===== config.mk =====
export PLATFORM = sky130hd
export DESIGN_NAME = alu_multicycle
export DESIGN_NICKNAME = d
export VERILOG_FILES = /design/src/rtl/alu_pkg.sv /design/src/rtl/mul_shift_add.sv /design/src/rtl/alu_multicycle.sv
export SDC_FILE = /design/constraint.sdc
export NUM_CORES = 1
export LEC_CHECK = 0
export BUFFER_PORTS_ARGS = -buffer_cell sky130_fd_sc_hd__clkbuf_2
export CAP_MARGIN = 20
export CORE_MARGIN = 2
export CORE_UTILIZATION = 45
export CTS_BUF_LIST = sky130_fd_sc_hd__clkbuf_4 sky130_fd_sc_hd__clkbuf_8 sky130_fd_sc_hd__clkbuf_16
export CTS_CLUSTER_SIZE = 28
export DETAILED_ROUTE_END_ITERATION = 10
export MAX_ROUTING_LAYER = met4
export PLACE_DENSITY = 0.66
export SLEW_MARGIN = 10
export SYNTH_ARGS = -nofsm -noshare
export SYNTH_HDL_FRONTEND = slang
export SYNTH_SLANG_ARGS = --single-unit
export TNS_END_PERCENT = 30

===== constraint.sdc =====
create_clock -name clk_i -period 10.1 [get_ports clk_i]
set_input_delay 3.03 -clock clk_i [delete_from_list [all_inputs] [get_ports clk_i]]
set_output_delay 3.03 -clock clk_i [all_outputs]
set_load 0.01 [all_outputs]

===== src/rtl/alu_pkg.sv =====
// Shared ALU definitions.
// Holds the 3-bit ALU control codes (also used by the ALU control decoder)
// and the state encoding of the multi-cycle execute FSM.
package alu_pkg;

    // ALU control codes
    localparam logic [2:0] ALU_AND  = 3'b000;
    localparam logic [2:0] ALU_XOR  = 3'b001;
    localparam logic [2:0] ALU_SLL  = 3'b010;
    localparam logic [2:0] ALU_ADD  = 3'b011;
    localparam logic [2:0] ALU_SUB  = 3'b100;
    localparam logic [2:0] ALU_MUL  = 3'b101;
    localparam logic [2:0] ALU_ADDI = 3'b110;
    localparam logic [2:0] ALU_SRAI = 3'b111;

    // Execute FSM states
    localparam logic [1:0] ST_IDLE = 2'b00;
    localparam logic [1:0] ST_MUL  = 2'b01;
    localparam logic [1:0] ST_DONE = 2'b10;

endpackage


===== src/rtl/mul_shift_add.sv =====
// Iterative shift-add multiplier, one partial product per cycle.
// Ports:
//   clk_i, rst_i  clock / async active-high reset
//   start_i       latch a_i, b_i, clear accumulator and counter, begin
//   abort_i       drop the operation in flight (wins over start_i)
//   a_i, b_i      operands
//   busy_o        an operation is iterating
//   done_o        this cycle performs the final iteration
//   prod_o        accumulator value after this cycle's iteration; equals the
//                 final low-WIDTH product while done_o is high
module mul_shift_add #(
    parameter int WIDTH = 32
) (
    input  logic             clk_i,
    input  logic             rst_i,
    input  logic             start_i,
    input  logic             abort_i,
    input  logic [WIDTH-1:0] a_i,
    input  logic [WIDTH-1:0] b_i,
    output logic             busy_o,
    output logic             done_o,
    output logic [WIDTH-1:0] prod_o
);
    localparam int CW = $clog2(WIDTH);

    logic [WIDTH-1:0] a_q, b_q, acc_q, acc_nxt;
    logic [CW-1:0]    cnt_q;

    assign acc_nxt = b_q[0] ? acc_q + a_q : acc_q;
    // Exposing the next accumulator lets the caller register the product on
    // the same edge as the last iteration, saving a cycle of latency.
    assign prod_o  = acc_nxt;
    assign done_o  = busy_o && (cnt_q == CW'(WIDTH - 1));

    always_ff @(posedge clk_i or posedge rst_i) begin
        if (rst_i) begin
            a_q    <= '0;
            b_q    <= '0;
            acc_q  <= '0;
            cnt_q  <= '0;
            busy_o <= 1'b0;
        end else if (abort_i) begin
            busy_o <= 1'b0;
        end else if (start_i) begin
            a_q    <= a_i;
            b_q    <= b_i;
            acc_q  <= '0;
            cnt_q  <= '0;
            busy_o <= 1'b1;
        end else if (busy_o) begin
            acc_q <= acc_nxt;
            a_q   <= a_q << 1;
            b_q   <= b_q >> 1;
            cnt_q <= cnt_q + CW'(1);
            if (done_o)
                busy_o <= 1'b0;
        end
    end

endmodule


===== src/rtl/alu_multicycle.sv =====
// Execute-stage ALU with a multi-cycle multiplier.
// Single-cycle ops produce a result one edge after accept; MUL iterates in
// mul_shift_add and produces its result WIDTH+1 edges after accept.
// Ports:
//   clk_i, rst_i          clock / async active-high reset
//   valid_i, ready_o      request handshake (accept = valid_i && ready_o)
//   ALUCtrl_i             3-bit operation code (alu_pkg codes)
//   data1_i, data2_i      operands A and B
//   flush_i               abort any op in flight; blocks accept this cycle
//   valid_o               one-cycle pulse marking a new result
//   data_o, zero_o        result and its zero flag, held between results
module alu_multicycle
    import alu_pkg::*;
#(
    parameter int WIDTH = 32
) (
    input  logic             clk_i,
    input  logic             rst_i,
    input  logic             valid_i,
    input  logic [2:0]       ALUCtrl_i,
    input  logic [WIDTH-1:0] data1_i,
    input  logic [WIDTH-1:0] data2_i,
    input  logic             flush_i,
    output logic             ready_o,
    output logic             valid_o,
    output logic [WIDTH-1:0] data_o,
    output logic             zero_o
);
    localparam int CW = $clog2(WIDTH);

    logic [1:0]       state_q;
    logic [WIDTH-1:0] alu_res;
    logic [CW-1:0]    shamt;
    logic             accept, is_mul;
    logic             mul_busy, mul_done;
    logic [WIDTH-1:0] mul_prod;

    // ready_o depends only on registered state, never on valid_i.
    assign ready_o = (state_q == ST_IDLE) && !mul_busy;
    assign accept  = valid_i && ready_o && !flush_i;
    assign is_mul  = (ALUCtrl_i == ALU_MUL);
    assign shamt   = data2_i[CW-1:0];

    always_comb begin
        alu_res = '0;
        case (ALUCtrl_i)
            ALU_AND:            alu_res = data1_i & data2_i;
            ALU_XOR:            alu_res = data1_i ^ data2_i;
            ALU_SLL:            alu_res = data1_i << shamt;
            ALU_ADD, ALU_ADDI:  alu_res = data1_i + data2_i;
            ALU_SUB:            alu_res = data1_i - data2_i;
            ALU_SRAI:           alu_res = $signed(data1_i) >>> shamt;
            default:            alu_res = '0;
        endcase
    end

    mul_shift_add #(.WIDTH(WIDTH)) u_mul (
        .clk_i   (clk_i),
        .rst_i   (rst_i),
        .start_i (accept && is_mul),
        .abort_i (flush_i),
        .a_i     (data1_i),
        .b_i     (data2_i),
        .busy_o  (mul_busy),
        .done_o  (mul_done),
        .prod_o  (mul_prod)
    );

    always_ff @(posedge clk_i or posedge rst_i) begin
        if (rst_i) begin
            state_q <= ST_IDLE;
            valid_o <= 1'b0;
            data_o  <= '0;
            zero_o  <= 1'b1;
        end else begin
            valid_o <= 1'b0;
            if (flush_i) begin
                // Outputs keep their last result; any pending result is lost.
                state_q <= ST_IDLE;
            end else begin
                case (state_q)
                    ST_IDLE: begin
                        if (accept) begin
                            if (is_mul) begin
                                state_q <= ST_MUL;
                            end else begin
                                data_o  <= alu_res;
                                zero_o  <= (alu_res == '0);
                                valid_o <= 1'b1;
                            end
                        end
                    end
                    ST_MUL: begin
                        // Register the product on the final iteration edge so
                        // the DONE cycle already presents it.
                        if (mul_done) begin
                            data_o  <= mul_prod;
                            zero_o  <= (mul_prod == '0);
                            valid_o <= 1'b1;
                            state_q <= ST_DONE;
                        end
                    end
                    ST_DONE: state_q <= ST_IDLE;
                    default: state_q <= ST_IDLE;
                endcase
            end
        end
    end

endmodule


Word level (Yosys, flattened, before mapping)
Cells that the tools add are included.

Latch bits: 0. Bits in writable memories: 0. Bits in read-only memories: 0. Bits in registers: 138. Output and inout port bits: 35. Memories kept: 0.

$mul: 0. Mux-type cells: 32. Equal/unequal tests: 15. Bitwise operators: 3. Add/sub/neg operators: 4. Order comparisons: 0. Shift-type cells: 2. Reductions and logical operators: 17. Divide/modulo/power cells: 0.

Operators by type and width (number): 32-bit two-way mux (10); 32-bit case mux with 6 select lines (1); 32-bit adder (2); 32-bit zero test (2); 32-bit case mux with 2 select lines (1); 32-bit bitwise AND (1); 32-bit by 5-bit left shift with 32-bit output (1); 32-bit by 5-bit >>> shifter with 32-bit output (1); 32-bit subtractor (1); 32-bit XOR (1); 3-bit == test (second input constant) (4); 1-bit two-way mux (11); 5-bit two-way mux (2); 3-bit inequality test (second input constant) (3); 2-bit two-way mux (4); 3-bit by 2-bit == test with 1-bit output (second input constant) (2); 2-bit inequality test (second input constant) (3); 5-bit by 1-bit adder with 5-bit output (second input constant) (1); 5-bit == test (second input constant) (1); 1-bit logical AND (5); 5-bit AND reduction (1); 1-bit case mux with 2 select lines (2); 2-bit case mux with 2 select lines (1); 2-bit nonzero test (2); 9 further kinds (10).

Longest topological paths before layout
Gate-level depths: netlist of the first run.

Depth in word-level cells: 7. Mapped depth: 24.

By module
From an unflattened synthesis of the first run, not the netlist that was laid out.

Cells, all modules: 1956. Area total of the unflattened synthesis: 16161.8 um2.

Modules (own cells, without submodules): alu_multicycle (cells each 1284, times used 1, seq. area each 902.1 um2, area each 9793.1 um2); mul_shift_add (cells each 672, times used 1, seq. area each 2552.4 um2, area each 6368.6 um2).

Least setup slack after synthesis of the first run
No wires, ideal clock.

Path type: input port to flip-flop. From: input data2_i[1]. To: register zero_o. Arrival: 7.423 ns. Required time: 10.039 ns. Setup time: 0.061 ns. Setup slack: 2.615 ns. Stages on the path: 22. Buffers on the path: 5. Path through: buf_2 buf_4 buf_2 buf_2 inv_1 ha_1 and3_1 a21oi_1 xnor2_1 ha_1 clkbuf_1 a21o_1 a31oi_1 nor2_1 a211oi_1 a21oi_1 o41ai_1 o21a_1 mux2_2 nor4_1 nand4_1 nand2_1.

Cells in the longest elaborated chain, start to end: 6. Elaborated cells on any way between the ends: 11.

RTL lines: start, declared (RTL line alu_multicycle.sv:22) `input logic [WIDTH-1:0] data2_i,`; 32-bit subtractor (tied with other cells) (RTL line alu_multicycle.sv:51) `ALU_SUB: alu_res = data1_i - data2_i;`; 32-bit case mux with 6 select lines (*) (RTL line alu_multicycle.sv:46) `case (ALUCtrl_i)`; 32-bit zero test (*) (RTL line alu_multicycle.sv:88) `zero_o <= (alu_res == '0);`; 1-bit two-way mux (*) (RTL line alu_multicycle.sv:84) `if (is_mul) begin`; 1-bit two-way mux (*) (RTL line alu_multicycle.sv:83) `if (accept) begin`; 1-bit case mux with 2 select lines (*) (RTL line alu_multicycle.sv:81) `case (state_q)`; end signal, assigned (RTL line alu_multicycle.sv:88); end signal, assigned (RTL line alu_multicycle.sv:98) `zero_o <= (mul_prod == '0);`; end, declared (RTL line alu_multicycle.sv:27) `output logic zero_o`.

Every way passes the cells marked *; elsewhere a longest branch is shown, timed or not. The select of a mux whose other input is x is not followed. A chain may end at the register's enable or synchronous reset.

Worst setup path after layout of the first run
From: input data2_i[3]. To: register zero_o.

The elaborated chain is that of the path after synthesis.

==> report_table.html, run 1 <==
<table>
<tr><th>Metric</th><th>Value</th></tr>
<tr><th colspan="2">Outcome</th></tr>
<tr><td>Result of the run</td><td>finished, final reports clean</td></tr>
<tr><th colspan="2">Detailed routing</th></tr>
<tr><td>Remaining design rule violation count</td><td>0</td></tr>
<tr><td>Antenna-violating nets left</td><td>0</td></tr>
<tr><td>DRT Pass-1 Iters</td><td>5</td></tr>
<tr><td>Via count of the routed design</td><td>16,941</td></tr>
<tr><td>Drt via density</td><td>approximately 6.7</td></tr>
<tr><td>Detailed-route wire length per cell</td><td>between 20 and 30 um</td></tr>
<tr><td>Final Routed Wirelength</td><td>approximately 73 mm</td></tr>
<tr><td>Initial detailed-routing violation count</td><td>between 2,000 and 2,500</td></tr>
<tr><th colspan="2">Floorplanning</th></tr>
<tr><td>I/O pin cnt</td><td>106</td></tr>
<tr><td>Site Rows</td><td>68</td></tr>
<tr><td>DIE AREA</td><td>between 30,000 and 40,000 um2</td></tr>
<tr><td>Effective utilization at floorplan</td><td>a little under half</td></tr>
<tr><td>Width of the die</td><td>192 um</td></tr>
<tr><td>Die Ht</td><td>about 190 um</td></tr>
<tr><td>Total core area</td><td>roughly 35,000 um2</td></tr>
<tr><th colspan="2">Global routing</th></tr>
<tr><td>Grt total ovfl</td><td>0</td></tr>
<tr><td>Number of global-route vias before repair</td><td>between 15,000 and 20,000</td></tr>
<tr><td>Antenna violations before repair</td><td>0</td></tr>
<tr><td>Pin count of the biggest net entering global routing</td><td>80</td></tr>
<tr><td>First-pass GRT wire length</td><td>approximately 110 mm</td></tr>
<tr><td>Global router's overall resource usage</td><td>40.7%</td></tr>
<tr><th colspan="2">CTS</th></tr>
<tr><td>Number of buffers added for setup after CTS</td><td>0</td></tr>
<tr><td>Largest buffer count on any clock path</td><td>2</td></tr>
<tr><td>Resize count post-CTS</td><td>0</td></tr>
<tr><td>Hold_buf cts</td><td>0</td></tr>
<tr><td>Clock-pin slew reported for the worst setup and hold paths after clock tree synthesis</td><td>0.06 ns</td></tr>
<tr><td>Number of sinks driven by the clock tree</td><td>roughly 140</td></tr>
<tr><td>Root buffer cell</td><td>sky130_fd_sc_hd__clkbuf_16</td></tr>
<tr><td>Source-to-sink clock delay at the later pin of the worst-skew pair</td><td>around 0.47 ns</td></tr>
<tr><td>Inserted Clock Buffers</td><td>17</td></tr>
<tr><td>H-tree Lvls</td><td>4</td></tr>
<tr><td>TritonCTS clock tree</td><td>yes</td></tr>
<tr><th colspan="2">Power</th></tr>
<tr><td>Fraction of power consumed by sequential logic</td><td>between 20% and 30%</td></tr>
<tr><td>IR drop worst, VDD</td><td>0.185 mV</td></tr>
<tr><td>Internal power</td><td>between 1.5 and 2 mW</td></tr>
<tr><td>Static Leakage</td><td>about 7.7 nW</td></tr>
<tr><td>Net switching component of the power</td><td>about 1.7 mW</td></tr>
<tr><td>Switching fraction of total power</td><td>between 40% and 50%</td></tr>
<tr><td>Areal power density over the cells</td><td>201 nW/um2</td></tr>
<tr><td>Pwr Total</td><td>around 3.5 mW</td></tr>
<tr><td>Share of power burned in the clock network</td><td>18.5%</td></tr>
<tr><td>Proportion of power drawn by combinational gates</td><td>between 50% and 60%</td></tr>
<tr><th colspan="2">Yosys</th></tr>
<tr><td>Netlist cell types</td><td>91</td></tr>
<tr><td>Cell type contributing the most total cell area after synthesis</td><td>sky130_fd_sc_hd__dfrtp_1</td></tr>
<tr><td>Synth Register Bits</td><td>roughly 140</td></tr>
<tr><td>Combined area of all synthesized cells</td><td>15,900 um2</td></tr>
<tr><td>Post-Synthesis Net Count</td><td>2,206</td></tr>
<tr><td>Syn Inst Count</td><td>just over 2,000</td></tr>
<tr><td>Cells taking the most area after synthesis</td><td>sky130_fd_sc_hd__dfrtp_1, sky130_fd_sc_hd__mux2i_1, sky130_fd_sc_hd__ha_1</td></tr>
<tr><td>Portion of synthesized cell area occupied by the leading cell type</td><td>between 20% and 30%</td></tr>
<tr><td>Ys async rst share</td><td>100%</td></tr>
<tr><td>Post-synthesis area per instance</td><td>roughly 8 um2</td></tr>
<tr><td>Most common flop cell mapped by yosys</td><td>sky130_fd_sc_hd__dfrtp_1</td></tr>
<tr><td>EDFF count, synth</td><td>0</td></tr>
<tr><td>Yosys warnings</td><td>0</td></tr>
<tr><td>Sequential fraction of the synthesis area</td><td>a little over a fifth</td></tr>
<tr><th colspan="2">Placed design</th></tr>
<tr><td>Final weighted congestion of routability-driven global placement</td><td>about 1.1</td></tr>
<tr><td>Cell area after placement</td><td>16,600 um2</td></tr>
<tr><td>Post-DP HPWL</td><td>roughly 54 mm</td></tr>
<tr><td>Quantity of I/O buffers inserted on ports</td><td>approximately 110</td></tr>
<tr><th colspan="2">Setup path</th></tr>
<tr><td>CP required</td><td>10.50 ns</td></tr>
<tr><td>Cell type of the slowest stage on the worst timing path</td><td>sky130_fd_sc_hd__nor2_1</td></tr>
<tr><td>Launching element type of the critical path</td><td>input port</td></tr>
<tr><td>Critical Path End Type</td><td>flip-flop</td></tr>
<tr><td>Crit Path Class</td><td>in -&gt; reg</td></tr>
<tr><td>Data arrival time of the critical path</td><td>around 8.0 ns</td></tr>
<tr><td>Max Fanout on Critical Path</td><td>12</td></tr>
<tr><td>Worst R2R Setup Slack</td><td>approximately 5.8 ns</td></tr>
<tr><td>Crit path largest cell delay</td><td>roughly 0.55 ns</td></tr>
<tr><td>Cell chain of the critical path</td><td>clkbuf_2 -&gt; nor2_1 -&gt; and3_1 -&gt; nand3b_1 -&gt; nor2_1 -&gt; and2_1 -&gt; a21oi_1 -&gt; xnor2_1 -&gt; ha_1 -&gt; inv_1 -&gt; o21bai_1 -&gt; a21o_1 -&gt; mux2i_1 -&gt; a22o_1 -&gt; nor4_1 -&gt; o311ai_0 -&gt; nor4_1 -&gt; nand4_1 -&gt; nand2_1</td></tr>
<tr><th colspan="2">STA</th></tr>
<tr><td>Number of setup violations in the final report</td><td>0</td></tr>
<tr><td>Pins over their slew limit</td><td>0</td></tr>
<tr><td>Worst Hold Margin</td><td>around 0.48 ns</td></tr>
<tr><td>Final worst-path cycle share</td><td>between 70% and 80%</td></tr>
<tr><td>Total count of hold-check failures in the final report</td><td>0</td></tr>
<tr><td>Worst-margin pin slew</td><td>approximately 1.0 ns</td></tr>
<tr><td>Relative max-transition margin</td><td>just over 30%</td></tr>
<tr><td>Total negative setup slack</td><td>0 ns</td></tr>
<tr><td>Fmax</td><td>132 MHz</td></tr>
<tr><td>Worst clock skew on the final layout</td><td>0.0153 ns</td></tr>
<tr><td>Setup repair after global routing missed its margin</td><td>false</td></tr>
<tr><td>Final worst path period need</td><td>7.56 ns</td></tr>
<tr><th colspan="2">Hold path</th></tr>
<tr><td>Class of the most critical hold timing path</td><td>reg -&gt; reg</td></tr>
<tr><th colspan="2">Run</th></tr>
<tr><td>Max-cap viol count</td><td>0</td></tr>
<tr><th colspan="2">Cells and area</th></tr>
<tr><td>Proportion of layout cells with a drive suffix above 1</td><td>~13%</td></tr>
<tr><td>Area growth, synth to finish</td><td>8.35%</td></tr>
<tr><td>Final std cell area, no fill</td><td>around 17,000 um2</td></tr>
<tr><td>Final layout net count</td><td>between 2,000 and 2,500</td></tr>
<tr><td>Antenna diode count</td><td>0</td></tr>
<tr><td>Utilization after layout</td><td>around half</td></tr>
</table>
-- sequential cells by signal (all words and copies together), names as in the netlist --
name          count
u_mul.acc_q      32
u_mul.busy_o      1
u_mul.b_q        32
u_mul.cnt_q       5
valid_o           1
u_mul.a_q        32
zero_o            1
data_o           32
state_q           2
-- stage by stage --
stage                     std cells  setup slack (ns)
after floorplan                2035              2.62
after global placement         2480              2.32
after detailed placement       2480              2.35
after CTS                      2512              2.80
after global routing           2512              2.37
final                          2512              2.54
-- path summary, 6_finish.rpt --
path	cells after the start	from	to
min in group asynchronous	2	rst_i	u_mul.b_q[6]$_DFFE_PP0P_
min	1	data_o[12]$_DFFE_PP0P_	data_o[12]$_DFFE_PP0P_
min reg2reg	1	data_o[12]$_DFFE_PP0P_	data_o[12]$_DFFE_PP0P_
max	19	data2_i[3]	zero_o$_DFFE_PP1P_
max in group asynchronous	3	rst_i	u_mul.acc_q[23]$_DFFE_PP0P_
max reg2reg	12	u_mul.a_q[9]$_DFFE_PP0P_	zero_o$_DFFE_PP1P_
-- kinds of logic (layout without fill, tap and decap cells) --
kind of cell	after synthesis	count (layout)	synth area share, %
xor gates and xnor gates	67	67	3.75
buffers and inverters	176	198	4.40
adders and majority gates	100	100	7.98
muxes	194	194	15.9
DFF	138	138	21.8
and+or+nand+nor	763	763	22.1
AOI/OAI and AO/OA	597	597	24.1
-- critical path: cells and delay by family --
kind | cells | cell delay [ns]
xor gates and xnor gates | 1 | 0.18
adders and majority gates | 1 | 0.41
and+or+nand+nor | 9 | 2.72
muxes | 1 | 0.18
buffers and inverters | 2 | 0.38
AOI/OAI and AO/OA | 5 | 1.04
-- final cells by class --
cell class              instances  area [um2]
repair buffers                133         738
clock buffers                  19         447
fillers                      3468       17400
multi-input cells            1721       11700
flip-flops and latches        138        3460
clock inverters                13         118
well taps                     455         569
inverters                      33         129
-- power by group through the flow --
stage | clock, mW | combinational, mW | sequential [mW]
2_1_floorplan | 0 | 1.32 | 0.843
3_3_place_gp | 0 | 1.86 | 0.882
3_5_place_dp | 0 | 1.89 | 0.885
4_1_cts | 0.645 | 1.90 | 0.877
5_1_grt | 0.669 | 2.09 | 0.904
6_report | 0.639 | 1.93 | 0.885
-- routing by layer --
metal	part of all wire [%]	track usage [%]	routed length, um	vias to the layer above
li1	-	-	-	7582
met1	42	53.0	30500	8221
met2	45	62.3	32500	942
met3	8.2	6.60	5950	196
met4	4.9	17.9	3580	0
met5	0	-	0	-
-- cells in the mapped netlist (13+ instances only) --
master,n
sky130_fd_sc_hd__nor3_1,40
sky130_fd_sc_hd__o22ai_1,23
sky130_fd_sc_hd__buf_1,21
sky130_fd_sc_hd__xnor2_1,41
sky130_fd_sc_hd__buf_2,15
sky130_fd_sc_hd__o21ai_0,137
sky130_fd_sc_hd__mux2i_1,127
sky130_fd_sc_hd__nand3b_1,16
sky130_fd_sc_hd__dfrtp_1,137
sky130_fd_sc_hd__ha_1,98
sky130_fd_sc_hd__nand2b_1,16
sky130_fd_sc_hd__xor2_1,25
sky130_fd_sc_hd__clkbuf_1,104
sky130_fd_sc_hd__nand4_1,19
sky130_fd_sc_hd__nand3_1,61
sky130_fd_sc_hd__a21o_1,35
sky130_fd_sc_hd__inv_1,32
sky130_fd_sc_hd__and2_1,13
sky130_fd_sc_hd__a211oi_1,22
sky130_fd_sc_hd__a21oi_1,141
sky130_fd_sc_hd__mux4_2,43
sky130_fd_sc_hd__a31oi_1,77
sky130_fd_sc_hd__o21a_1,24
sky130_fd_sc_hd__mux2_2,23
sky130_fd_sc_hd__nor4_1,17
sky130_fd_sc_hd__nor2_1,230
sky130_fd_sc_hd__nand2_1,278
-- cells in the final DEF (no fill, tap or decap), types with 13 or more instances in the layout --
cell type,netlist,final
sky130_fd_sc_hd__a211oi_1,22,22
sky130_fd_sc_hd__a21o_1,35,35
sky130_fd_sc_hd__a21oi_1,141,141
sky130_fd_sc_hd__a31oi_1,77,77
sky130_fd_sc_hd__and2_1,13,13
sky130_fd_sc_hd__buf_4,1,29
sky130_fd_sc_hd__clkbuf_16,0,17
sky130_fd_sc_hd__clkbuf_2,0,104
sky130_fd_sc_hd__dfrtp_1,137,136
sky130_fd_sc_hd__ha_1,98,98
sky130_fd_sc_hd__inv_1,32,31
sky130_fd_sc_hd__mux2_2,23,23
sky130_fd_sc_hd__mux2i_1,127,127
sky130_fd_sc_hd__mux4_2,43,43
sky130_fd_sc_hd__nand2_1,278,277
sky130_fd_sc_hd__nand2b_1,16,15
sky130_fd_sc_hd__nand3_1,61,61
sky130_fd_sc_hd__nand3b_1,16,16
sky130_fd_sc_hd__nand4_1,19,19
sky130_fd_sc_hd__nor2_1,230,230
sky130_fd_sc_hd__nor3_1,40,40
sky130_fd_sc_hd__nor4_1,17,17
sky130_fd_sc_hd__o21a_1,24,24
sky130_fd_sc_hd__o21ai_0,137,137
sky130_fd_sc_hd__o22ai_1,23,23
sky130_fd_sc_hd__xnor2_1,41,41
sky130_fd_sc_hd__xor2_1,25,25
Power figures use the tool's default switching activity.
==> inputs of run 2 (changes only) <==
--- a/config.mk
+++ b/config.mk
@@ -13,7 +13,7 @@
 export CTS_CLUSTER_SIZE = 28
 export DETAILED_ROUTE_END_ITERATION = 10
 export MAX_ROUTING_LAYER = met4
-export PLACE_DENSITY = 0.66
+export PLACE_DENSITY = 0.69
 export SLEW_MARGIN = 10
 export SYNTH_ARGS = -nofsm -noshare
 export SYNTH_HDL_FRONTEND = slang
==> constraint.sdc (replaced) <==
create_clock -name clk_i -period 6.35 [get_ports clk_i]
set_input_delay 1.905 -clock clk_i [delete_from_list [all_inputs] [get_ports clk_i]]
set_output_delay 1.905 -clock clk_i [all_outputs]
set_load 0.01 [all_outputs]
==> run 2 against run 1 <==
Effect of this change: combinational power increased by 62%; cell count increased by 2.0%; clock skew barely moved; die area unchanged; register-to-register slack lost 3.6 ns; wire length shrank 4.1%; core utilization grew 1.4 points; first-iteration DRC count rose by 11%; sequential share of layout area down 0.54 points; global-route usage fell by 1.8 points; critical path type unchanged; largest power group unchanged; highest routed layer unchanged.
==> report_table.html, run 2 (synthesized netlist as in run 1, its figures left out) <==
<table>
<tr><th>Metric</th><th>Value</th></tr>
<tr><th colspan="2">Setup path</th></tr>
<tr><td>Critical Path End Type</td><td>flip-flop</td></tr>
<tr><td>Worst R2R Setup Slack</td><td>2.12 ns (-3.63 ns)</td></tr>
<tr><td>Data arrival time of the critical path</td><td>6.32 ns (-1.64 ns)</td></tr>
<tr><td>Max Fanout on Critical Path</td><td>7 (-5)</td></tr>
<tr><td>Crit path largest cell delay</td><td>0.59 ns (+0.04 ns)</td></tr>
<tr><td>Cell type of the slowest stage on the worst timing path</td><td>sky130_fd_sc_hd__or4_4</td></tr>
<tr><td>Cell chain of the critical path</td><td>clkbuf_2 -&gt; or4_4 -&gt; nor4_2 -&gt; nand3b_1 -&gt; nor2_1 -&gt; and2_1 -&gt; a21oi_1 -&gt; xnor2_1 -&gt; ha_1 -&gt; inv_1 -&gt; o21bai_1 -&gt; a21o_1 -&gt; mux2i_1 -&gt; a22o_1 -&gt; nor4_1 -&gt; o311ai_0 -&gt; nor4_1 -&gt; nand4_1 -&gt; nand2_1</td></tr>
<tr><td>CP required</td><td>6.74 ns (-3.76 ns)</td></tr>
<tr><td>Most used cell along the critical path</td><td>sky130_fd_sc_hd__nor4_1</td></tr>
<tr><td>Launching element type of the critical path</td><td>input port</td></tr>
<tr><td>Crit Path Class</td><td>in -&gt; reg</td></tr>
<tr><th colspan="2">Power</th></tr>
<tr><td>Static Leakage</td><td>7.93 nW (+3.5%)</td></tr>
<tr><td>Areal power density over the cells</td><td>322 nW/um2 (+60%)</td></tr>
<tr><td>IR drop worst, VDD</td><td>0.267 mV (+44%)</td></tr>
<tr><th colspan="2">Cells and area</th></tr>
<tr><td>Proportion of layout cells with a drive suffix above 1</td><td>15.0% (+2.2 points)</td></tr>
<tr><td>Utilization after layout</td><td>51.0% (+1.4 points)</td></tr>
<tr><td>Most frequent standard cell in the layout excluding fill and tap cells</td><td>sky130_fd_sc_hd__nand2_1</td></tr>
<tr><td>Area growth, synth to finish</td><td>11.3%</td></tr>
<tr><td>Final std cell area, no fill</td><td>17,700 um2 (+2.7%)</td></tr>
<tr><td>Antenna diode count</td><td>0 (unchanged)</td></tr>
<tr><td>Final layout net count</td><td>2,266 (+2.3%)</td></tr>
<tr><td>Most frequent cells in the layout</td><td>sky130_fd_sc_hd__nand2_1, sky130_fd_sc_hd__nor2_1, sky130_fd_sc_hd__a21oi_1</td></tr>
<tr><td>Finished Layout Cells</td><td>2,563 (+2.0%)</td></tr>
<tr><th colspan="2">Floorplanning</th></tr>
<tr><td>Width of the die</td><td>192 um (unchanged)</td></tr>
<tr><td>DIE AREA</td><td>36,800 um2 (unchanged)</td></tr>
<tr><td>Effective utilization at floorplan</td><td>45.8% (unchanged)</td></tr>
<tr><td>Total core area</td><td>34,600 um2 (unchanged)</td></tr>
<tr><td>Die Ht</td><td>192 um (unchanged)</td></tr>
<tr><td>Site Rows</td><td>68 (unchanged)</td></tr>
<tr><td>I/O pin cnt</td><td>106 (unchanged)</td></tr>
<tr><th colspan="2">Global routing</th></tr>
<tr><td>Number of global-route vias before repair</td><td>15,728 (-0.61%)</td></tr>
<tr><td>First-pass GRT wire length</td><td>102 mm (-3.4%)</td></tr>
<tr><td>Grt total ovfl</td><td>0 (unchanged)</td></tr>
<tr><td>Pin count of the biggest net entering global routing</td><td>77 (-3.8%)</td></tr>
<tr><td>Global router's overall resource usage</td><td>38.9% (-1.8 points)</td></tr>
<tr><td>Antenna violations before repair</td><td>0 (unchanged)</td></tr>
<tr><th colspan="2">STA</th></tr>
<tr><td>Final worst-path cycle share</td><td>a little over 90%</td></tr>
<tr><td>Relative max-transition margin</td><td>27.2% (-3.6 points)</td></tr>
<tr><td>Final worst path period need</td><td>about 5.9 ns</td></tr>
<tr><td>Worst clock skew on the final layout</td><td>0.0154 ns (+0.000106 ns)</td></tr>
<tr><td>Worst-margin pin slew</td><td>1.09 ns (+0.0756 ns)</td></tr>
<tr><td>Pins over their slew limit</td><td>0 (unchanged)</td></tr>
<tr><td>Setup repair after global routing missed its margin</td><td>false</td></tr>
<tr><td>Number of setup violations in the final report</td><td>0 (unchanged)</td></tr>
<tr><td>Total negative setup slack</td><td>0 ns (unchanged)</td></tr>
<tr><td>Total count of hold-check failures in the final report</td><td>0 (unchanged)</td></tr>
<tr><td>Fmax</td><td>roughly 170 MHz</td></tr>
<tr><td>Worst Hold Margin</td><td>0.477 ns (+0.000528 ns)</td></tr>
<tr><th colspan="2">Detailed routing</th></tr>
<tr><td>Drt via density</td><td>6.66 (-1.2%)</td></tr>
<tr><td>Remaining design rule violation count</td><td>0 (unchanged)</td></tr>
<tr><td>Final Routed Wirelength</td><td>69.7 mm (-4.1%)</td></tr>
<tr><td>Initial detailed-routing violation count</td><td>2,234 (+11%)</td></tr>
<tr><td>DRT Pass-1 Iters</td><td>6 (+1)</td></tr>
<tr><td>Antenna-violating nets left</td><td>0 (unchanged)</td></tr>
<tr><td>Detailed-route wire length per cell</td><td>27.2 um (-6.0%)</td></tr>
<tr><td>Via count of the routed design</td><td>17,070 (+0.76%)</td></tr>
<tr><th colspan="2">CTS</th></tr>
<tr><td>Number of sinks driven by the clock tree</td><td>138 (unchanged)</td></tr>
<tr><td>H-tree Lvls</td><td>4 (unchanged)</td></tr>
<tr><td>Inserted Clock Buffers</td><td>17 (unchanged)</td></tr>
<tr><td>TritonCTS clock tree</td><td>yes</td></tr>
<tr><td>Largest buffer count on any clock path</td><td>2 (unchanged)</td></tr>
<tr><td>Resize count post-CTS</td><td>0 (unchanged)</td></tr>
<tr><td>Source-to-sink clock delay at the later pin of the worst-skew pair</td><td>0.46 ns (about the same)</td></tr>
<tr><td>Clock-pin slew reported for the worst setup and hold paths after clock tree synthesis</td><td>0.07 ns (about the same)</td></tr>
<tr><td>Hold_buf cts</td><td>0 (unchanged)</td></tr>
<tr><td>Number of buffers added for setup after CTS</td><td>0 (unchanged)</td></tr>
<tr><td>Root buffer cell</td><td>sky130_fd_sc_hd__clkbuf_16</td></tr>
<tr><th colspan="2">Outcome</th></tr>
<tr><td>Result of the run</td><td>finished, final reports clean</td></tr>
<tr><th colspan="2">Placed design</th></tr>
<tr><td>Quantity of I/O buffers inserted on ports</td><td>105 (unchanged)</td></tr>
<tr><td>Placed insts</td><td>2,531 (+2.1%)</td></tr>
<tr><td>Final weighted congestion of routability-driven global placement</td><td>1.11 (+0.68%)</td></tr>
<tr><td>Post-DP HPWL</td><td>52.6 mm (-2.4%)</td></tr>
<tr><td>Cell area after placement</td><td>17,000 um2 (+2.3%)</td></tr>
<tr><th colspan="2">Hold path</th></tr>
<tr><td>Class of the most critical hold timing path</td><td>reg -&gt; reg</td></tr>
<tr><th colspan="2">Run</th></tr>
<tr><td>Max-cap viol count</td><td>0 (unchanged)</td></tr>
</table>
-- run 2: cell count changes in the layout (fill, tap and decap cells not counted) --
cell,delta
sky130_fd_sc_hd__bufinv_16,+3
sky130_fd_sc_hd__clkbuf_4,-1
sky130_fd_sc_hd__clkinv_2,-5
sky130_fd_sc_hd__inv_8,+1
sky130_fd_sc_hd__clkinvlp_4,+2
sky130_fd_sc_hd__buf_4,+51
sky130_fd_sc_hd__nor3b_1,-1
sky130_fd_sc_hd__nor3b_2,+1
-- run 2: routing by layer --
metal	track usage, %	routed length (um)
met4	17.5	3310
met3	5.52	5960
met5	-	0
met2	56.5	30000
met1	53.5	30400
-- run 2: area by class of cell --
class                           instances  area, um2
Multi-Input combinational cell       1721      11700
Sequential cell                       138       3460
Fill cell                            3387      17000
Inverter                               33        129
Clock buffer                           18        439
Timing Repair Buffer                  184       1120
Clock inverter                         14        209
Tap cell                              455        569
-- run 2: final timing paths --
check	start	end	cells past startpoint
max in group asynchronous	rst_i	u_mul.busy_o$_DFF_PP0_	3
worst max-delay path	data2_i[11]	zero_o$_DFFE_PP1P_	19
worst min register to register	data_o[21]$_DFFE_PP0P_	data_o[21]$_DFFE_PP0P_	1
min in group asynchronous	rst_i	u_mul.b_q[4]$_DFFE_PP0P_	2
worst max register to register	u_mul.acc_q[3]$_DFFE_PP0P_	zero_o$_DFFE_PP1P_	12
worst min-delay path	data_o[21]$_DFFE_PP0P_	data_o[21]$_DFFE_PP0P_	1
-- run 2: per-stage QoR --
| step | setup slack, ns | power (mW) |
|---|---|---|
| floorplan | 0.0721 | 3.44 |
| global placement | 0.203 | 4.41 |
| detailed placement | 0.137 | 4.47 |
| CTS | 0.585 | 5.62 |
| global route | 0.215 | 6.01 |
| finish | 0.420 | 5.68 |
-- run 2: where the power goes --
part	internal, mW	switching, mW
Combinational	1.19	1.94
Clock	0.678	0.464
Sequential	1.15	0.258
Total	3.02	2.66
-- run 2: critical path, delay by kind of cell --
family,cells,cell delay [ns]
AOI/OAI and AO/OA,5,0.95
xor gates and xnor gates,1,0.14
and+or+nand+nor,9,2.57
buffers and inverters,2,0.23
adders and majority gates,1,0.40
muxes,1,0.13
==> inputs of run 3 (changes only) <==
--- a/config.mk
+++ b/config.mk
@@ -7,13 +7,15 @@
 export LEC_CHECK = 0
 export BUFFER_PORTS_ARGS = -buffer_cell sky130_fd_sc_hd__clkbuf_2
 export CAP_MARGIN = 20
+export CELL_PAD_IN_SITES_DETAIL_PLACEMENT = 0
+export CELL_PAD_IN_SITES_GLOBAL_PLACEMENT = 1
 export CORE_MARGIN = 2
-export CORE_UTILIZATION = 45
+export CORE_UTILIZATION = 43
 export CTS_BUF_LIST = sky130_fd_sc_hd__clkbuf_4 sky130_fd_sc_hd__clkbuf_8 sky130_fd_sc_hd__clkbuf_16
 export CTS_CLUSTER_SIZE = 28
 export DETAILED_ROUTE_END_ITERATION = 10
 export MAX_ROUTING_LAYER = met4
-export PLACE_DENSITY = 0.69
+export PLACE_DENSITY = 0.83
 export SLEW_MARGIN = 10
 export SYNTH_ARGS = -nofsm -noshare
 export SYNTH_HDL_FRONTEND = slang
==> run 3 against run 2 <==
Effect of this change: register-to-register slack lost 0.26 ns; flip-flop and latch count stayed put; global-route usage fell by 2.1 points; die area is 4.6% higher; power rose by 0.11%; critical path type unchanged.
==> report_table.html, run 3 (synthesized netlist as in run 1, its figures left out) <==
<table>
<tr><th>Metric</th><th>Value</th></tr>
<tr><th colspan="2">Outcome</th></tr>
<tr><td>Result of the run</td><td>finished, final reports clean</td></tr>
<tr><th colspan="2">Setup path</th></tr>
<tr><td>Beginning of the worst register-to-register path</td><td>u_mul.a_q[0]$_DFFE_PP0P_</td></tr>
<tr><td>CP required</td><td>6.76 ns (+0.02 ns)</td></tr>
<tr><td>Critical Path End Type</td><td>flip-flop</td></tr>
<tr><td>Crit path to</td><td>zero_o$_DFFE_PP1P_</td></tr>
<tr><td>Launching element type of the critical path</td><td>input port</td></tr>
<tr><td>Capture instance of the worst register-to-register path</td><td>zero_o$_DFFE_PP1P_</td></tr>
<tr><td>Worst reg-to-reg path cell count</td><td>13 (+1)</td></tr>
<tr><td>Max Fanout on Critical Path</td><td>7 (unchanged)</td></tr>
<tr><td>Crit path from</td><td>data2_i[11]</td></tr>
<tr><td>Data arrival time of the critical path</td><td>6.15 ns (-0.17 ns)</td></tr>
<tr><td>Crit Path Class</td><td>in -&gt; reg</td></tr>
<tr><td>Worst R2R Setup Slack</td><td>1.86 ns (-0.26 ns)</td></tr>
<tr><th colspan="2">CTS</th></tr>
<tr><td>Inserted Clock Buffers</td><td>17 (unchanged)</td></tr>
<tr><td>Source-to-sink clock delay at the later pin of the worst-skew pair</td><td>0.48 ns (+0.02 ns)</td></tr>
<tr><td>Hold_buf cts</td><td>0 (unchanged)</td></tr>
<tr><td>Resize count post-CTS</td><td>0 (unchanged)</td></tr>
<tr><td>Largest buffer count on any clock path</td><td>2 (unchanged)</td></tr>
<tr><td>Root buffer cell</td><td>sky130_fd_sc_hd__clkbuf_16</td></tr>
<tr><td>H-tree Lvls</td><td>4 (unchanged)</td></tr>
<tr><td>Number of buffers added for setup after CTS</td><td>0 (unchanged)</td></tr>
<tr><td>Clock-pin slew reported for the worst setup and hold paths after clock tree synthesis</td><td>0.07 ns (about the same)</td></tr>
<tr><td>TritonCTS clock tree</td><td>yes</td></tr>
<tr><td>Number of sinks driven by the clock tree</td><td>138 (unchanged)</td></tr>
<tr><th colspan="2">Floorplanning</th></tr>
<tr><td>Total core area</td><td>36,400 um2 (+5.2%)</td></tr>
<tr><td>Width of the die</td><td>196 um (+2.3%)</td></tr>
<tr><td>Effective utilization at floorplan</td><td>43.5% (-2.3 points)</td></tr>
<tr><td>Die Ht</td><td>196 um (+2.3%)</td></tr>
<tr><td>DIE AREA</td><td>38,400 um2 (+4.6%)</td></tr>
<tr><td>Site Rows</td><td>70 (+2.9%)</td></tr>
<tr><td>I/O pin cnt</td><td>106 (unchanged)</td></tr>
<tr><th colspan="2">Global routing</th></tr>
<tr><td>Antenna violations before repair</td><td>1 (+1)</td></tr>
<tr><td>Pin count of the biggest net entering global routing</td><td>77 (unchanged)</td></tr>
<tr><td>Grt total ovfl</td><td>0 (unchanged)</td></tr>
<tr><td>First-pass GRT wire length</td><td>103 mm (+0.63%)</td></tr>
<tr><td>Number of global-route vias before repair</td><td>15,790 (+0.39%)</td></tr>
<tr><td>Global router's overall resource usage</td><td>36.8% (-2.1 points)</td></tr>
<tr><th colspan="2">Detailed routing</th></tr>
<tr><td>Final Routed Wirelength</td><td>68.5 mm (-1.6%)</td></tr>
<tr><td>Antenna-violating nets left</td><td>0 (unchanged)</td></tr>
<tr><td>Remaining design rule violation count</td><td>0 (unchanged)</td></tr>
<tr><td>Via count of the routed design</td><td>16,766 (-1.8%)</td></tr>
<tr><td>DRT Pass-1 Iters</td><td>5 (-1)</td></tr>
<tr><td>Drt via density</td><td>6.51 (-2.2%)</td></tr>
<tr><td>Detailed-route wire length per cell</td><td>26.6 um (-2.1%)</td></tr>
<tr><td>Initial detailed-routing violation count</td><td>1,649 (-26%)</td></tr>
<tr><th colspan="2">Cells and area</th></tr>
<tr><td>Antenna diode count</td><td>0 (unchanged)</td></tr>
<tr><td>Most frequent cells in the layout</td><td>sky130_fd_sc_hd__nand2_1, sky130_fd_sc_hd__nor2_1, sky130_fd_sc_hd__a21oi_1</td></tr>
<tr><td>Final layout net count</td><td>2,264 (-0.088%)</td></tr>
<tr><td>Most frequent standard cell in the layout excluding fill and tap cells</td><td>sky130_fd_sc_hd__nand2_1</td></tr>
<tr><td>Area growth, synth to finish</td><td>11.2%</td></tr>
<tr><td>Utilization after layout</td><td>48.4% (-2.6 points)</td></tr>
<tr><td>Proportion of layout cells with a drive suffix above 1</td><td>14.9% (-0.13 points)</td></tr>
<tr><td>Final std cell area, no fill</td><td>17,600 um2 (-0.13%)</td></tr>
<tr><th colspan="2">STA</th></tr>
<tr><td>Pins over their slew limit</td><td>0 (unchanged)</td></tr>
<tr><td>Total negative setup slack</td><td>0 ns (unchanged)</td></tr>
<tr><td>Final worst path period need</td><td>5.75 ns (-0.184 ns)</td></tr>
<tr><td>Relative max-transition margin</td><td>32.6% (+5.3 points)</td></tr>
<tr><td>Worst clock skew on the final layout</td><td>0.0226 ns (+0.00718 ns)</td></tr>
<tr><td>Number of setup violations in the final report</td><td>0 (unchanged)</td></tr>
<tr><td>Final worst-path cycle share</td><td>90.5% (-2.9 points)</td></tr>
<tr><td>Worst Hold Margin</td><td>0.480 ns (+0.00310 ns)</td></tr>
<tr><td>Total count of hold-check failures in the final report</td><td>0 (unchanged)</td></tr>
<tr><td>Worst-margin pin slew</td><td>1.00 ns (-0.0865 ns)</td></tr>
<tr><td>Fmax</td><td>174 MHz (+3.2%)</td></tr>
<tr><td>Setup repair after global routing missed its margin</td><td>false</td></tr>
<tr><th colspan="2">Placed design</th></tr>
<tr><td>Quantity of I/O buffers inserted on ports</td><td>105 (unchanged)</td></tr>
<tr><td>Final weighted congestion of routability-driven global placement</td><td>1.04 (-6.1%)</td></tr>
<tr><td>Post-DP HPWL</td><td>52.0 mm (-1.1%)</td></tr>
<tr><td>Cell area after placement</td><td>17,000 um2 (about the same)</td></tr>
<tr><th colspan="2">Power</th></tr>
<tr><td>IR drop worst, VDD</td><td>0.207 mV (-23%)</td></tr>
<tr><td>Pwr Total</td><td>5.68 mW (+0.11%)</td></tr>
<tr><td>Static Leakage</td><td>7.92 nW (-0.18%)</td></tr>
<tr><td>Areal power density over the cells</td><td>322 nW/um2 (+0.24%)</td></tr>
<tr><th colspan="2">Run</th></tr>
<tr><td>Max-cap viol count</td><td>0 (unchanged)</td></tr>
<tr><th colspan="2">Hold path</th></tr>
<tr><td>Class of the most critical hold timing path</td><td>reg -&gt; reg</td></tr>
</table>
run 3: cell count changes in the layout (fill, tap and decap cells not counted), sizes merged:
cell,change
clkinvlp,-1
inv,-1
buf,-2
clkinv,+3
bufinv,-1
run 3: worst min path at each step:
stage,startpoint,endpoint,slack [ns],depth (start not counted)
3_5_place_dp,data_o[0]$_DFFE_PP0P_,data_o[0]$_DFFE_PP0P_,0.47,2
2_1_floorplan,u_mul.b_q[31]$_DFFE_PP0P_,u_mul.b_q[31]$_DFFE_PP0P_,0.47,2
5_1_grt,data_o[18]$_DFFE_PP0P_,data_o[18]$_DFFE_PP0P_,0.52,2
6_report,data_o[0]$_DFFE_PP0P_,data_o[0]$_DFFE_PP0P_,0.48,2
3_3_place_gp,data_o[7]$_DFFE_PP0P_,data_o[7]$_DFFE_PP0P_,0.46,2
4_1_cts,data_o[0]$_DFFE_PP0P_,data_o[0]$_DFFE_PP0P_,0.48,2
run 3: cell type report:
cell class,count,area (um2)
Clock buffer,18,439
Sequential cell,138,3460
Inverter,33,129
Timing Repair Buffer,182,1110
Multi-Input combinational cell,1721,11700
Tap cell,468,586
Clock inverter,14,185
Fill cell,3622,18800
run 3: through the flow:
stage / setup WS [ns] / instances
detailed placement: 0.232 / 2541
floorplan: 0.0721 / 2035
global placement: 0.225 / 2541
finish: 0.604 / 2574
global route: 0.253 / 2574
CTS: 0.698 / 2573
run 3: worst max-delay path, cell delays in order:
cell,delay [ns]
sky130_fd_sc_hd__clkbuf_2,0.12
sky130_fd_sc_hd__or4_4,0.58
sky130_fd_sc_hd__nor4_2,0.26
sky130_fd_sc_hd__nand3b_1,0.19
sky130_fd_sc_hd__nor2_1,0.39
sky130_fd_sc_hd__and2_1,0.25
sky130_fd_sc_hd__a21oi_1,0.11
sky130_fd_sc_hd__xnor2_1,0.14
sky130_fd_sc_hd__ha_1,0.40
sky130_fd_sc_hd__inv_1,0.11
sky130_fd_sc_hd__o21bai_1,0.17
sky130_fd_sc_hd__a21o_1,0.23
sky130_fd_sc_hd__mux2i_1,0.13
sky130_fd_sc_hd__a22o_1,0.19
sky130_fd_sc_hd__nor4_1,0.21
sky130_fd_sc_hd__o311ai_0,0.28
sky130_fd_sc_hd__nor4_1,0.29
sky130_fd_sc_hd__nand4_1,0.12
sky130_fd_sc_hd__nand2_1,0.09
run 3: power breakdown:
part	leakage (nW)	switching [mW]	internal, mW
combinational	5.88	1.96	1.20
clock	0.301	0.480	0.637
sequential	1.74	0.245	1.15
total	7.92	2.69	2.99
run 3: routing by layer:
metal,vias to the layer above,share of wire (%),global-route usage [%]
met5,-,0,-
met4,0,3.0,10.9
met3,116,7.6,6.64
met2,738,44,55.0
met1,8235,45,50.9
li1,7677,-,-
